===== config.mk =====
export PLATFORM = sky130hd
export DESIGN_NAME = vdp_super_vram_fetch
export DESIGN_NICKNAME = d
export VERILOG_FILES = /design/src/rtl/custom_timings_pkg.sv /design/src/rtl/vdp_super_vram_fetch.sv
export SDC_FILE = /design/constraint.sdc
export NUM_CORES = 1
export LEC_CHECK = 0
export CAP_MARGIN = 0
export CORE_AREA = 2 2 118 92
export CTS_CLUSTER_DIAMETER = 150
export DETAILED_ROUTE_END_ITERATION = 10
export DIE_AREA = 0 0 120 94
export PLACE_DENSITY_LB_ADDON = 0.25
export SLEW_MARGIN = 20
export SYNTH_ARGS = -nofsm -noshare
export SYNTH_HDL_FRONTEND = slang
export SYNTH_SLANG_ARGS = --single-unit

===== constraint.sdc =====
create_clock -name clk -period 2.86 [get_ports clk]
set_clock_uncertainty 0.2 [all_clocks]
set_input_delay 0.572 -clock clk [delete_from_list [all_inputs] [get_ports clk]]
set_output_delay 0.572 -clock clk [all_outputs]
set_load 0.01 [all_outputs]

===== src/rtl/custom_timings_pkg.sv =====
// Shared timing definitions for the super-res VRAM fetch path.
// Slot phases, fetch FSM states and line column limits.
package custom_timings;

  typedef enum logic [1:0] {
    PH_DL = 2'd0,
    PH_DR = 2'd1,
    PH_AP = 2'd2,
    PH_FS = 2'd3
  } phase_t;

  typedef enum logic [1:0] {
    IDLE,
    VID_WAIT,
    CPU_WAIT
  } state_t;

  localparam logic [10:0] FETCH_END = 11'd720;
  localparam logic [10:0] LAST_COL  = 11'd723;

  function automatic logic [3:0] lane_mask(
    input logic [1:0] lane
  );
    return 4'b0001 << lane;
  endfunction

endpackage


===== src/rtl/vdp_super_vram_fetch.sv =====
// Super-res VRAM slot arbiter: video reads win each FS slot,
// a single buffered CPU byte write fills the idle slots.
module vdp_super_vram_fetch
  import custom_timings::*;
(
  input  logic        clk,
  input  logic        reset_n,
  input  logic        super_high_res,
  input  logic [10:0] cx,
  input  logic        last_line,
  input  logic        fetch_line,
  input  logic [16:0] high_res_vram_addr,
  output logic [31:0] vrm_32,
  input  logic        cpu_wr_req,
  input  logic [16:0] cpu_addr,
  input  logic [1:0]  cpu_lane,
  input  logic [7:0]  cpu_wdata,
  output logic        cpu_busy,
  output logic        cpu_wr_ack,
  output logic        mem_req,
  output logic        mem_wr,
  output logic [16:0] mem_addr,
  output logic [31:0] mem_wdata,
  output logic [3:0]  mem_wmask,
  input  logic [31:0] mem_rdata,
  input  logic        mem_rdata_valid,
  output logic        underrun
);

  state_t      state;
  state_t      state_nx;
  phase_t      phase;
  logic        is_fs;
  logic        is_dl;
  logic        is_dr;
  logic        vid_slot;
  logic        vrm_load;
  logic        set_underrun;
  logic        shr_q;
  logic        buf_full;
  logic [16:0] buf_addr;
  logic [1:0]  buf_lane;
  logic [7:0]  buf_data;

  assign phase = phase_t'(cx[1:0]);
  assign is_fs = (phase == PH_FS);
  assign is_dl = (phase == PH_DL);
  assign is_dr = (phase == PH_DR);

  assign vid_slot = super_high_res &&
    ((fetch_line && (cx < FETCH_END)) ||
     ((cx == LAST_COL) && last_line));

  assign cpu_busy = buf_full;

  // Slot decode: issue the FS request and steer the wait states.
  // Requests are gated by reset_n so outputs stay low in reset.
  always_comb begin
    state_nx     = state;
    mem_req      = 1'b0;
    mem_wr       = 1'b0;
    mem_addr     = '0;
    mem_wdata    = '0;
    mem_wmask    = '0;
    vrm_load     = 1'b0;
    set_underrun = 1'b0;
    cpu_wr_ack   = 1'b0;
    unique case (state)
      IDLE: begin
        if (reset_n && is_fs) begin
          if (vid_slot) begin
            mem_req  = 1'b1;
            mem_addr = high_res_vram_addr;
            state_nx = VID_WAIT;
          end else if (buf_full) begin
            mem_req   = 1'b1;
            mem_wr    = 1'b1;
            mem_addr  = buf_addr;
            mem_wdata = {4{buf_data}};
            mem_wmask = lane_mask(buf_lane);
            state_nx  = CPU_WAIT;
          end
        end
      end
      VID_WAIT: begin
        if (!super_high_res) begin
          state_nx = IDLE;
        end else if (is_dr) begin
          state_nx = IDLE;
        end else if (is_dl) begin
          if (mem_rdata_valid) begin
            vrm_load = 1'b1;
            state_nx = IDLE;
          end else begin
            set_underrun = 1'b1;
          end
        end
      end
      CPU_WAIT: begin
        if (is_dr) begin
          cpu_wr_ack = 1'b1;
          state_nx   = IDLE;
        end
      end
      default: state_nx = IDLE;
    endcase
  end

  // FSM state register.
  always_ff @(posedge clk or negedge reset_n) begin
    if (!reset_n) state <= IDLE;
    else          state <= state_nx;
  end

  // Single-entry CPU write buffer; freed by the ack at DR.
  always_ff @(posedge clk or negedge reset_n) begin
    if (!reset_n) begin
      buf_full <= 1'b0;
      buf_addr <= '0;
      buf_lane <= '0;
      buf_data <= '0;
    end else if (cpu_wr_req && !buf_full && !cpu_wr_ack) begin
      buf_full <= 1'b1;
      buf_addr <= cpu_addr;
      buf_lane <= cpu_lane;
      buf_data <= cpu_wdata;
    end else if (cpu_wr_ack) begin
      buf_full <= 1'b0;
    end
  end

  // Video data latch and sticky underrun, cleared on mode entry.
  always_ff @(posedge clk or negedge reset_n) begin
    if (!reset_n) begin
      vrm_32   <= '0;
      underrun <= 1'b0;
      shr_q    <= 1'b0;
    end else begin
      shr_q <= super_high_res;
      if (vrm_load) vrm_32 <= mem_rdata;
      if (super_high_res && !shr_q) underrun <= 1'b0;
      else if (set_underrun)        underrun <= 1'b1;
    end
  end

endmodule


==> impl_metrics.toml, run 1 <==
[outcome]
status = "complete, no violations"

[timing]
slew_viol_final = 0
finalCriticalPeriod_ns = 2.85
maxSlewHeadroom_pct = 46.3
rsz0062_at_grt = "yes"
worst_slew_pin_slew_ns = 0.806
setup_violations = 0
timing.final.hold_violations = 0
fmax_mhz = 351
holdWs_ns = 0.292
finalCritPeriodShare_pct = 99.7
layout_setup_ws_ns = 0.00837

[global_routing]
grt_max_degree = 65
grt_pass1_vias = 2886
grt_pass1_wl_mm = 14.5
antenna_found_initial = 0
grt_use_total_pct = 16.7
grt_overflow = 0

[finish]
fin_util_pct = 55.4
nFillCells = 875
n_antenna_cell = 0
final_net_count = 545
areaGrowthSynthToFinish_pct = 70.4
multi_input_area_um2 = 1530
seq_area_um2 = 1600
drive_above_1_share_pct = 44.1
fin_cells = 592

[cts]
cts-htree-levels = 3
clkLatencyLatePin_ns = 0.32
clock_sinks = 64
numCtsBuffers = 9
cts_root_buffer = "clkbuf_16"
clockBufferDepth = 2
cts_tree = "yes"
clkSlewWorstSetupHoldPaths_ns = 0.05

[synthesis]
syn_inst = 259
ys_ff_latch = 64
seq_area_frac_synth_pct = 49.0
syn_area_um2 = 3270
syn-num-nets = 353
synth_async_sr_flop_share_pct = 100
synth_area_per_cell_um2 = 12.6
ys_warn_count = 0
synth_edf_count = 0
synth_cell_types = 34
synth_flop_cell = "dfrtp_1"

[critical_path]
cp-end-kind = "primary output"
critPathKind = "in -> out"
critPathLaunchType = "primary input"
cp_max_fo = 7
critPathRequiredTime_ns = 2.09
arrival_ns = 2.08

[power]
switching_share_pct = 24.4
power_density_nw_per_um2 = 555
ir_drop_uv = 301
clockPowerShare_pct = 35.1
p_int_uw = 2340
share_comb_of_total_power_pct = 24.5
p_leak_uw = 0.00255
power_uw = 3090
netSwitchingPower_uw = 754
pwr-share-seq_pct = 40.4

[die]
rows = 32
core_um2 = 10000
io_pins = 184
fp.dieH_um = 94
start_util_pct = 32.5
die_area_um2 = 11300
die_w_um = 120

[detailed_routing]
drc = 0
vias = 2703
viasPerCell = 4.57
ant_nets = 0
drtPass1Iterations = 4
wl_mm = 9.23
first_iter_violations = 103
wire_per_inst_um = 15.6

[placed_design]
dp_hpwl_mm = 6.03
dpl.cell_count = 557
place_ws_ns = -0.730
place_congestion = 0.810
port_buffers = 183

[hold_path]
min-delay-path-class = "in -> async"

[flow_run]
drv_cap = 0
-- placed cells by master, fill, tap and decap left out, types with 8 or more instances in the layout --
| cell | netlist | routed |
|---|---|---|
| clkdlybuf4s50_1 | 0 | 114 |
| dfrtp_1 | 64 | 64 |
| buf_2 | 8 | 59 |
| mux2_2 | 39 | 39 |
| nand2_1 | 21 | 21 |
| mux2_4 | 20 | 20 |
| buf_4 | 24 | 20 |
| nand3_1 | 18 | 18 |
| mux2i_1 | 17 | 15 |
| buf_6 | 5 | 12 |
| clkbuf_16 | 0 | 9 |
| buf_12 | 0 | 9 |
| nor3b_4 | 1 | 8 |
-- cell usage after synthesis, types with 2 or more instances --
cell	instances	area share (%)
mux2i_1	17	5.2
buf_2	8	1.2
dfrtp_1	64	49
buf_4	24	5.5
mux2_4	20	9.2
nor2_1	7	0.80
nand2_1	21	2.4
nor3b_1	10	2.3
nand3_1	18	2.8
o21a_1	3	0.69
mux2_2	39	13
nor4b_1	2	0.54
buf_6	5	1.7
-- layout make-up --
type                    instances  share of cell area (%)
well taps                     136                    3.06
clock inverters                 5                    1.01
multi-input cells             155                    27.5
clock buffers                  11                    4.36
flip-flops and latches         64                    28.8
repair buffers                220                    35.3
inverters                       1                  0.0674
-- through the flow --
step | cell area, um^2 | TNS (ns)
global route | 5570 | -0.765
detailed placement | 5180 | -34.18
CTS | 5600 | -0.0604
floorplan | 3270 | 0
finish | 5570 | 0
global placement | 5180 | -31.80
-- logic make-up (layout without fill, tap and decap cells) --
logic type | count (synthesis) | in the layout | synth area share [%]
compound gates | 9 | 9 | 2.11
buf+inv | 40 | 237 | 8.81
mux | 76 | 76 | 27.8
simple gates | 70 | 70 | 12.2
flops | 64 | 64 | 49.0
-- layer usage --
layer	track usage, %	part of all wire, %	vias up
met5	0	0	-
met4	4.12	0.66	0
met3	7.71	11	7
met2	28.3	47	122
met1	19.3	41	1301
li1	-	-	1273
-- power by group through the flow --
stage | clock, uW | combinational (uW) | sequential, uW
2_1_floorplan | 0 | 435 | 1230
3_3_place_gp | 0 | 733 | 1250
3_5_place_dp | 0 | 745 | 1250
4_1_cts | 1110 | 763 | 1250
5_1_grt | 1150 | 818 | 1280
6_report | 1080 | 758 | 1250
-- sequential cells by signal (all words and copies together) (netlist names) --
signal    cells
buf_addr     17
buf_data      8
buf_lane      2
cpu_busy      1
shr_q         1
state         2
underrun      1
vrm_32       32
-- path summary, 6_finish.rpt --
check | from | to | slack (ns) | cells past startpoint
min in group clk | shr_q | underrun | 0.29 | 2
max in group asynchronous | reset_n | buf_addr[14] | 1.63 | 2
hold reg to reg | shr_q | underrun | 0.29 | 2
hold / removal | reset_n | cpu_busy | 0.29 | 2
setup reg to reg | state[0] | buf_addr[12] | 0.88 | 7
setup / recovery | cx[5] | mem_addr[7] | 0.008 | 8
-- timing repair --
| action | 4_1_cts | 5_1_grt |
|---|---|---|
| endpoints found under the setup margin | 56 | 56 |
| pin swaps | 8 | 9 |
| hold buffers | 0 | 0 |
| gates resized for setup | 285 | 26 |
| setup buffers | 20 | 4 |
| cloned | 3 | 0 |
-- worst max-delay path: stages --
cell and delay [ns]:
buf_6 0.10, nor4bb_4 0.26, nand4b_1 0.22, a21boi_4 0.32, buf_12 0.15, buf_12 0.12
mux2i_1 0.19, buf_2 0.15
Power figures use the tool's default switching activity.
==> inputs of run 2 (changes only) <==
--- a/config.mk
+++ b/config.mk
@@ -5,11 +5,14 @@
 export SDC_FILE = /design/constraint.sdc
 export NUM_CORES = 1
 export LEC_CHECK = 0
+export ABC_CLOCK_PERIOD_IN_PS = 2860
 export CAP_MARGIN = 0
-export CORE_AREA = 2 2 118 92
+export CELL_PAD_IN_SITES_DETAIL_PLACEMENT = 0
+export CELL_PAD_IN_SITES_GLOBAL_PLACEMENT = 1
+export CORE_AREA = 2 2 126 97
 export CTS_CLUSTER_DIAMETER = 150
 export DETAILED_ROUTE_END_ITERATION = 10
-export DIE_AREA = 0 0 120 94
+export DIE_AREA = 0 0 128 99
 export PLACE_DENSITY_LB_ADDON = 0.25
 export SLEW_MARGIN = 20
 export SYNTH_ARGS = -nofsm -noshare
==> run 2 against run 1 <==
Clock power about the same. Total power fell by 0.46%. Sequential cell count unchanged.
==> impl_metrics.toml, run 2 (same netlist as run 1, synthesis figures left out) <==
[finish]
fin_util_pct = 49.2
areaGrowthSynthToFinish_pct = 71.5
final_net_count = 546
final_common_cell = "clkdlybuf4s50_1"
mostFrequentLayoutCells = "114 x clkdlybuf4s50_1, 64 x dfrtp_1, 43 x buf_2, 39 x mux2_2, 26 x buf_4"
drive_above_1_share_pct = 43.0
fin_cells = 601
largestRegisters = "vrm_32 (32), buf_addr (17), buf_data (8)"
nFillCells = 1075
largest_reg_flops = 32
largest-register = "vrm_32"

[placed_design]
port_buffers = 183
place_ws_ns = -0.615
place_congestion = 0.743
dp_hpwl_mm = 6.49
dpl.cell_count = 573

[die]
die_area_um2 = 12700
core_um2 = 11400
start_util_pct = 28.7
io_pins = 184
fp.dieH_um = 99
rows = 34
die_w_um = 128

[global_routing]
grt_max_degree = 65
grt_pass1_wl_mm = 15.4
grt_overflow = 0
grt_use_total_pct = 15.7
antenna_found_initial = 1
grt_pass1_vias = 2966

[timing]
fmax_mhz = 355
slew_viol_final = 0
setup_violations = 0
finalCriticalPeriod_ns = 2.82
rsz0062_at_grt = "yes"
timing.final.hold_violations = 0
setup_tns_ns = 0
maxSlewHeadroom_pct = 43.6
holdWs_ns = 0.253
worst_slew_pin_slew_ns = 0.845
finalCritPeriodShare_pct = 98.4
layout_setup_ws_ns = 0.0444

[cts]
clock_sinks = 64
cts_root_buffer = "clkbuf_16"
numCtsBuffers = 9
clkLatencyLatePin_ns = 0.33
cts_tree = "yes"
clockBufferDepth = 2
clkSlewWorstSetupHoldPaths_ns = 0.05
cts-htree-levels = 3
cts_hold_repair.buffers = 0

[critical_path]
critPathLaunchType = "primary input"
critPathRequiredTime_ns = 2.09
cp_max_fo = 5
ff2ff_setup_slack_ns = 0.91
cp-end-kind = "primary output"
reg2reg_from = "state[0]"
reg2reg_depth = 7
arrival_ns = 2.04
critPathKind = "in -> out"
rr_endpoint = "buf_data[5]"

[power]
p_int_uw = 2310
share_comb_of_total_power_pct = 24.8
clockPowerShare_pct = 34.8
switching_share_pct = 24.9
power_density_nw_per_um2 = 549
ir_drop_uv = 409
netSwitchingPower_uw = 764
pwr-share-seq_pct = 40.4
p_leak_uw = 0.00254

[detailed_routing]
wire_per_inst_um = 15.7
vias = 2695
viasPerCell = 4.48
first_iter_violations = 59
drtPass1Iterations = 4
drc = 0
ant_nets = 0
wl_mm = 9.44

[hold_path]
min-delay-path-class = "in -> async"

[outcome]
status = "complete, no violations"

[flow_run]
drv_cap = 0
[run 2: changes by cell type in the layout (fill, tap and decap cells not counted), moves of 3 or more]
cell	previous run	this run
buf_12	9	3
buf_16	1	4
nor3b_4	8	2
nor3b_2	3	9
clkdlybuf4s15_2	0	4
buf_2	59	43
buf_4	20	26
clkdlybuf4s15_1	0	4
[run 2: repair_timing]
item                       4_1_cts  5_1_grt
pin swaps                        9        9
setup endpoints to repair       56       52
resized for setup              276       19
setup buffers                   12        1
cloned                           4        0
[run 2: critical path, stage by stage]
cell,delay [ns]
buf_6,0.10
nor4bb_2,0.26
nand4b_1,0.20
a21boi_4,0.20
buf_6,0.12
buf_4,0.15
buf_16,0.13
mux2i_1,0.17
buf_2,0.15
[run 2: area by class of cell]
cell class                      count  area, um^2  share of cell area [%]
Timing Repair Buffer              221        2030                    36.3
Clock inverter                      5        58.8                    1.05
Tap cell                          144         180                    3.22
Sequential cell                    64        1600                    28.6
Inverter                            1        3.75                  0.0670
Antenna cell                        1        2.50                  0.0447
Clock buffer                       10         229                    4.09
Multi-Input combinational cell    155        1500                    26.7
[run 2: power by group through the flow]
stage                     sequential, uW  combinational (uW)  clock (uW)
after floorplan                     1230                 435           0
after global placement              1240                 744           0
after detailed placement            1250                 753           0
after CTS                           1240                 762        1100
after global routing                1280                 824        1160
final                               1240                 762        1070
[run 2: layer usage]
metal	share of wire (%)	vias up	track usage [%]
met5	0	-	0
met4	1.7	0	5.66
met3	11	11	7.55
met2	45	122	24.3
met1	42	1286	19.0
li1	-	1276	-
[run 2: worst max path at each step]
stage                     start            end  depth (start not counted)
after floorplan           cx[0]  mem_wdata[10]                          6
after global placement    cx[5]   mem_wdata[3]                          9
after detailed placement  cx[5]  mem_wdata[19]                          9
after CTS                 cx[5]   mem_addr[14]                         10
after global routing      cx[5]   mem_addr[12]                          9
final                     cx[5]   mem_addr[10]                          9
[run 2: per-stage QoR]
step	area [um^2]	power [uW]
after global routing	5600	3260
after detailed placement	5240	2010
final	5600	3080
after CTS	5580	3110
after global placement	5240	1990
after floorplan	3270	1660
